[src/rtl/ccmul_pkg.sv]
// Shared widths and the accumulator-width helper for the 8x8 multiply/accumulate path.
package ccmul_pkg;

    localparam int OP_W   = 8;
    localparam int PROD_W = 16;

    // Smallest accumulator that can hold len full-scale products without wrapping.
    function automatic int min_acc_w(input int len);
        return PROD_W + $clog2(len);
    endfunction

endpackage

[src/rtl/CCMul8.sv]
// Registered unsigned 8x8 multiplier; the product register is the dot-product stage 2.
module CCMul8
    import ccmul_pkg::*;
(
    input  logic              clk,
    input  logic              rst,
    input  logic              i_en,
    input  logic [OP_W-1:0]   i_a,
    input  logic [OP_W-1:0]   i_b,
    output logic [PROD_W-1:0] o_p
);

    logic [PROD_W-1:0] r_p;

    always_ff @(posedge clk) begin
        if (rst) begin
            r_p <= '0;
        end else if (i_en) begin
            r_p <= PROD_W'(i_a) * PROD_W'(i_b);
        end
    end

    assign o_p = r_p;

endmodule

[src/rtl/dot8_acc.sv]
// Streaming unsigned dot-product accumulator: operand register, registered multiply,
// LEN-product accumulator and a valid/ready result register.
module dot8_acc
    import ccmul_pkg::*;
#(
    parameter int LEN   = 4,
    parameter int ACC_W = 24
) (
    input  logic             clk,
    input  logic             rst,
    input  logic             clr,
    input  logic             in_valid,
    output logic             in_ready,
    input  logic [OP_W-1:0]  A,
    input  logic [OP_W-1:0]  B,
    output logic             out_valid,
    input  logic             out_ready,
    output logic [ACC_W-1:0] SUM
);

    localparam int CNT_W = (LEN > 1) ? $clog2(LEN) : 1;
    localparam logic [CNT_W-1:0] CNT_LAST = CNT_W'(LEN - 1);

    generate
        if (LEN < 1 || LEN > 256) begin : g_bad_len
            $error("dot8_acc: LEN must be in 1..256");
        end
        if (ACC_W < min_acc_w(LEN)) begin : g_bad_acc_w
            $error("dot8_acc: ACC_W too narrow for LEN");
        end
    endgenerate

    logic              r_v1;
    logic [OP_W-1:0]   r_a1;
    logic [OP_W-1:0]   r_b1;
    logic              r_v2;
    logic [ACC_W-1:0]  r_acc;
    logic [CNT_W-1:0]  r_cnt;
    logic [ACC_W-1:0]  r_sum;
    logic              r_out_valid;

    logic              w_en;
    logic              w_accept;
    logic              w_last;
    logic              w_done;
    logic [PROD_W-1:0] w_prod;
    logic [ACC_W-1:0]  w_sum_next;

    // Whole pipeline advances together; a pending unconsumed result freezes it.
    assign w_en       = !r_out_valid || out_ready;
    assign in_ready   = w_en && !clr;
    assign w_accept   = in_valid && in_ready;
    assign w_last     = (r_cnt == CNT_LAST);
    assign w_done     = w_en && r_v2 && w_last && !clr;
    assign w_sum_next = r_acc + ACC_W'(w_prod);

    CCMul8 u_mul (
        .clk  (clk),
        .rst  (rst),
        .i_en (w_en),
        .i_a  (r_a1),
        .i_b  (r_b1),
        .o_p  (w_prod)
    );

    always_ff @(posedge clk) begin
        if (rst) begin
            r_v1        <= 1'b0;
            r_a1        <= '0;
            r_b1        <= '0;
            r_v2        <= 1'b0;
            r_acc       <= '0;
            r_cnt       <= '0;
            r_sum       <= '0;
            r_out_valid <= 1'b0;
        end else begin
            if (clr) begin
                r_v1  <= 1'b0;
                r_v2  <= 1'b0;
                r_acc <= '0;
                r_cnt <= '0;
            end else if (w_en) begin
                r_v1 <= w_accept;
                if (w_accept) begin
                    r_a1 <= A;
                    r_b1 <= B;
                end
                r_v2 <= r_v1;
                if (r_v2) begin
                    if (w_last) begin
                        r_acc <= '0;
                        r_cnt <= '0;
                    end else begin
                        r_acc <= w_sum_next;
                        r_cnt <= r_cnt + 1'b1;
                    end
                end
            end

            // A completing result takes priority over release so nothing is dropped.
            if (w_done) begin
                r_sum       <= w_sum_next;
                r_out_valid <= 1'b1;
            end else if (r_out_valid && out_ready) begin
                r_out_valid <= 1'b0;
            end
        end
    end

    assign SUM       = r_sum;
    assign out_valid = r_out_valid;

endmodule

[config.mk]
export PLATFORM = sky130hd
export DESIGN_NAME = dot8_acc
export DESIGN_NICKNAME = d
export VERILOG_FILES = /design/src/rtl/ccmul_pkg.sv /design/src/rtl/CCMul8.sv /design/src/rtl/dot8_acc.sv
export SDC_FILE = /design/constraint.sdc
export NUM_CORES = 1
export LEC_CHECK = 0
export CORE_UTILIZATION = 40
export CTS_CLUSTER_SIZE = 30
export DETAILED_ROUTE_END_ITERATION = 8
export MAX_ROUTING_LAYER = met4
export PLACE_DENSITY_LB_ADDON = 0.15
export SYNTH_ARGS = -nofsm -noshare
export SYNTH_HDL_FRONTEND = slang
export SYNTH_SLANG_ARGS = --single-unit
[constraint.sdc]
create_clock -name clk -period 5.17 [get_ports clk]
set_input_delay 0.517 -clock clk [delete_from_list [all_inputs] [get_ports clk]]
set_output_delay 0.517 -clock clk [all_outputs]
set_load 0.05 [all_outputs]
==> impl_summary.txt <==
----------------------------------------------------
[STA]
  Highest attainable clock frequency ... 0.2085 GHz
  Final clock period utilization by the worst path ... 0.9276
  RSZ-0062 raised after global routing ... false
  Fin Clk Skew ... between 8 and 9 ps
  Time the worst path needs with I/O delays and setup ... between 4000 and 5000 ps
  Actual transition at the worst max-transition pin ... 1270 ps
  Max-slew headroom ... 0.1531
  Endpoints failing hold ... 0
  Fin Setup TNS ... 0 ps
  # setup viols final ... 0
  Final slew viol count ... 0

[Route]
  Vias per Instance ... between 5 and 6
  Router iterations before antenna repair ... 4
  Met2 wire length ... 6740 um
  Uppermost routed layer ... met4
  Wire length on met3 ... 442 um
  Detailed-route via count ... between 5000 and 6000
  Remaining number of nets flagged by the antenna check after routing ... 0
  Iter 0 DRT Violations ... 325
  Average routed wire per standard cell ... 15.73 um
  Total wire length ... 15480 um
  Met1 wire length ... ~8000 um
  DRC violation count after routing ... 0

[Synthesis]
  Cell taking the most area after synthesis ... dfxtp_1
  Top cells by instance count after synthesis ... 112 x nand2_1, 85 x dfxtp_1, 64 x a21oi_1
  Leading post-synthesis cells by cell area ... dfxtp_1 27%, fa_1 12%, ha_1 11%
  Post-Synthesis Net Count ... between 800 and 900
  Top-area cell type share of the netlist area ... 0.2740
  Most frequently used cell type in the post-synthesis netlist ... nand2_1
  Top flip-flop cell by instance count after synthesis ... dfxtp_1
  Cell count after synthesis ... 760
  Number of storage elements in the synthesis netlist ... between 80 and 90
  Sequential cell area fraction in the yosys report ... 0.2740
  Mean cell area of the mapped netlist ... 8.172 sq um
  Mapped cell area ... ~6200 sq um
  Synthesis Warnings ... 0
  Share of flip-flops with an asynchronous set or reset after synthesis ... 0
  Count of cell types in the netlist ... 63
  Count of flip-flops with a built-in enable after synthesis ... 0

[Setup path]
  Arrival time at the worst endpoint ... a little over 5000 ps
  R2R depth ... 15
  Worst endpoint required time ... ~5400 ps
  Critical Path Source Type ... flip-flop
  Crit-path max FO ... 9
  Worst R2R Start ... r_a1[3]
  Setup slack of the worst register-to-register path ... 370 ps
  Cells traversed along the worst timing path ... and2_1 > fa_1 > inv_1 > fa_1 > inv_1 > fa_1 > inv_1 > fa_1 > inv_1 > ha_1 > o21a_1 > a21boi_0 > o311ai_0 > or4_1 > o311ai_0
  Worst reg2reg path endpoint ... u_mul.o_p[15]
  Largest stage delay on the critical path ... ~530 ps
  CP Capture Type ... flip-flop
  Startpoint-to-endpoint class of the critical path ... reg2reg
  Critical path's slowest cell ... fa_1
  Beginning of the critical path ... r_a1[3]

[Clock network]
  Library cell used as clock root buffer ... clkbuf_16
  Number of buffers created by CTS ... 9
  Clock tree from TritonCTS ... done
  Number of sinks driven by the clock tree ... 85
  Clock slew seen by the registers of the worst setup and hold paths ... around 70 ps
  Post-CTS repair timing setup buffer count ... 0
  Post-cts repair resize count ... 0
  Clock latency on the worst-skew pair ... between 300 and 400 ps
  Count of hold buffers inserted by post-cts repair ... 0
  H-tree depth ... 3
  Worst-case clock buffer depth ... 2

[Global route]
  Total grt overflow ... 0
  Number of global-route vias before repair ... 5129
  All-layer global routing usage ... 0.2083
  First-pass GRT wire length ... around 26000 um
  Antenna violations before repair ... 0
  Maximum number of pins on one net before global-route repair ... 27

[Placement]
  Number of buffers added on ports ... 46
  HPWL Detailed ... around 12000 um
  Cell area after placement ... 6824 sq um
  Final weighted congestion in routability-driven placement ... 0.8348

[Run status]
  Result of the run ... finished clean

[Layout]
  Relative area change from synthesis to final layout ... 14.77%
  Number of antenna repair diodes ... 0
  Ratio of cells with drive above 1 in the final layout ... 0.04397
  Final std cell area, no fill ... 7128 sq um
  Filler cell count ... between 1000 and 1500
  Layout Nets ... between 900 and 1000

[Floorplan]
  Core outline area ... between 15000 and 20000 sq um
  # rows ... 45
  Height of the die ... ~130 um
  Die width ... around 130 um
  Top Ports ... 47
  Die ar. ... approximately 16000 sq um
  Starting utilization of the core area ... 0.4086

[Job]
  Max-cap viol count ... 0

[Min path]
  Worst Min Path Start ... r_v1
  Worst min-delay path class ... reg2reg
  Hold Path Sink ... r_v1
  Number of cells traversed by the worst hold path ... 2

[Power]
  Power density over the cells ... about 200 nW/um^2
  VDD IR max ... 0.0001553 V
  Leakage component of the power ... 0.002969 uW

----------------------------------------------------
power breakdown:
part	leakage [uW]	switching [uW]	internal, uW
clock network	0.000144	306	381
logic	0.00214	50.5	37.0
registers	0.000687	15.4	663
metrics by stage:
step / setup slack [ps] / utilization / hold WS [ps] / cells / power [uW]
2_1_floorplan: 782.2 / - / 431.5 / 760 / 743.4
3_3_place_gp: 511.7 / 0.4489 / 442.7 / 968 / 780.0
3_5_place_dp: 379.5 / 0.4489 / 447.7 / 968 / 782.1
4_1_cts: 370.5 / 0.4689 / 457.5 / 984 / 1465
5_1_grt: 25.55 / 0.4689 / 468.7 / 984 / 1503
6_report: 374.5 / 0.4689 / 455.3 / 984 / 1452
cells in the final DEF (no fill, tap or decap), drive strengths merged, types with 5 or more instances in the layout:
cell type,netlist,routed
a21oi,64,64
inv,59,62
xor2,5,5
nor3,14,14
clkdlybuf4s50,0,45
dfxtp,85,85
o21ai,42,42
and2,47,47
a31oi,13,13
nand2,112,112
or4,7,7
o21a,9,9
fa,37,37
nor2,32,32
and3,5,5
buf,6,7
clkbuf,26,9
ha,53,53
xnor2,10,10
or3,16,16
nor2b,15,15
nand4,5,5
or2,5,5
nand3,28,28
a21o,8,8
critical path, delay by kind of cell (launching register included):
| kind | cells | cell delay, ps |
|---|---|---|
| AOI/OAI and AO/OA | 4 | 950 |
| DFF | 1 | 410 |
| adders and majority gates | 5 | 2370 |
| and+or+nand+nor | 2 | 740 |
| buffers and inverters | 4 | 200 |
state kept, by name (all words and copies together) (netlist names):
register / count
r_v2: 1
u_mul.o_p: 16
out_valid: 1
r_a1: 8
SUM: 24
r_cnt: 2
r_v1: 1
r_acc: 24
r_b1: 8
cells by family after synthesis:
logic type                 synth area share
and+or+nand+nor                      0.2460
buffers and inverters               0.05600
AOI/OAI and AO/OA                    0.1769
DFF                                  0.2740
adders and majority gates            0.2260
xor gates and xnor gates            0.02115
how the worst max path moves through the flow:
stage / to / cells past startpoint
2_1_floorplan: u_mul.o_p[15] / 15
3_3_place_gp: u_mul.o_p[15] / 14
3_5_place_dp: u_mul.o_p[15] / 14
4_1_cts: u_mul.o_p[15] / 14
5_1_grt: u_mul.o_p[15] / 14
6_report: u_mul.o_p[15] / 15
layout make-up:
type,count,area (sq um),share of cell area
clock inverter,7,78.83,0.01106
clock buffer,9,225.2,0.03160
tap,188,235.2,0.03300
sequential,85,1702,0.2387
multi-input combinational,583,4161,0.5838
timing repair buffer,52,500.5,0.07021
inverter,60,225.2,0.03160
layer usage:
metal | vias to the layer above | global-route usage
met5 | - | -
met4 | 0 | 0.07371
met3 | 16 | 0.02826
met2 | 70 | 0.3136
met1 | 2547 | 0.2861
li1 | 2700 | -
Note: power is estimated with default switching activity, not from simulation.
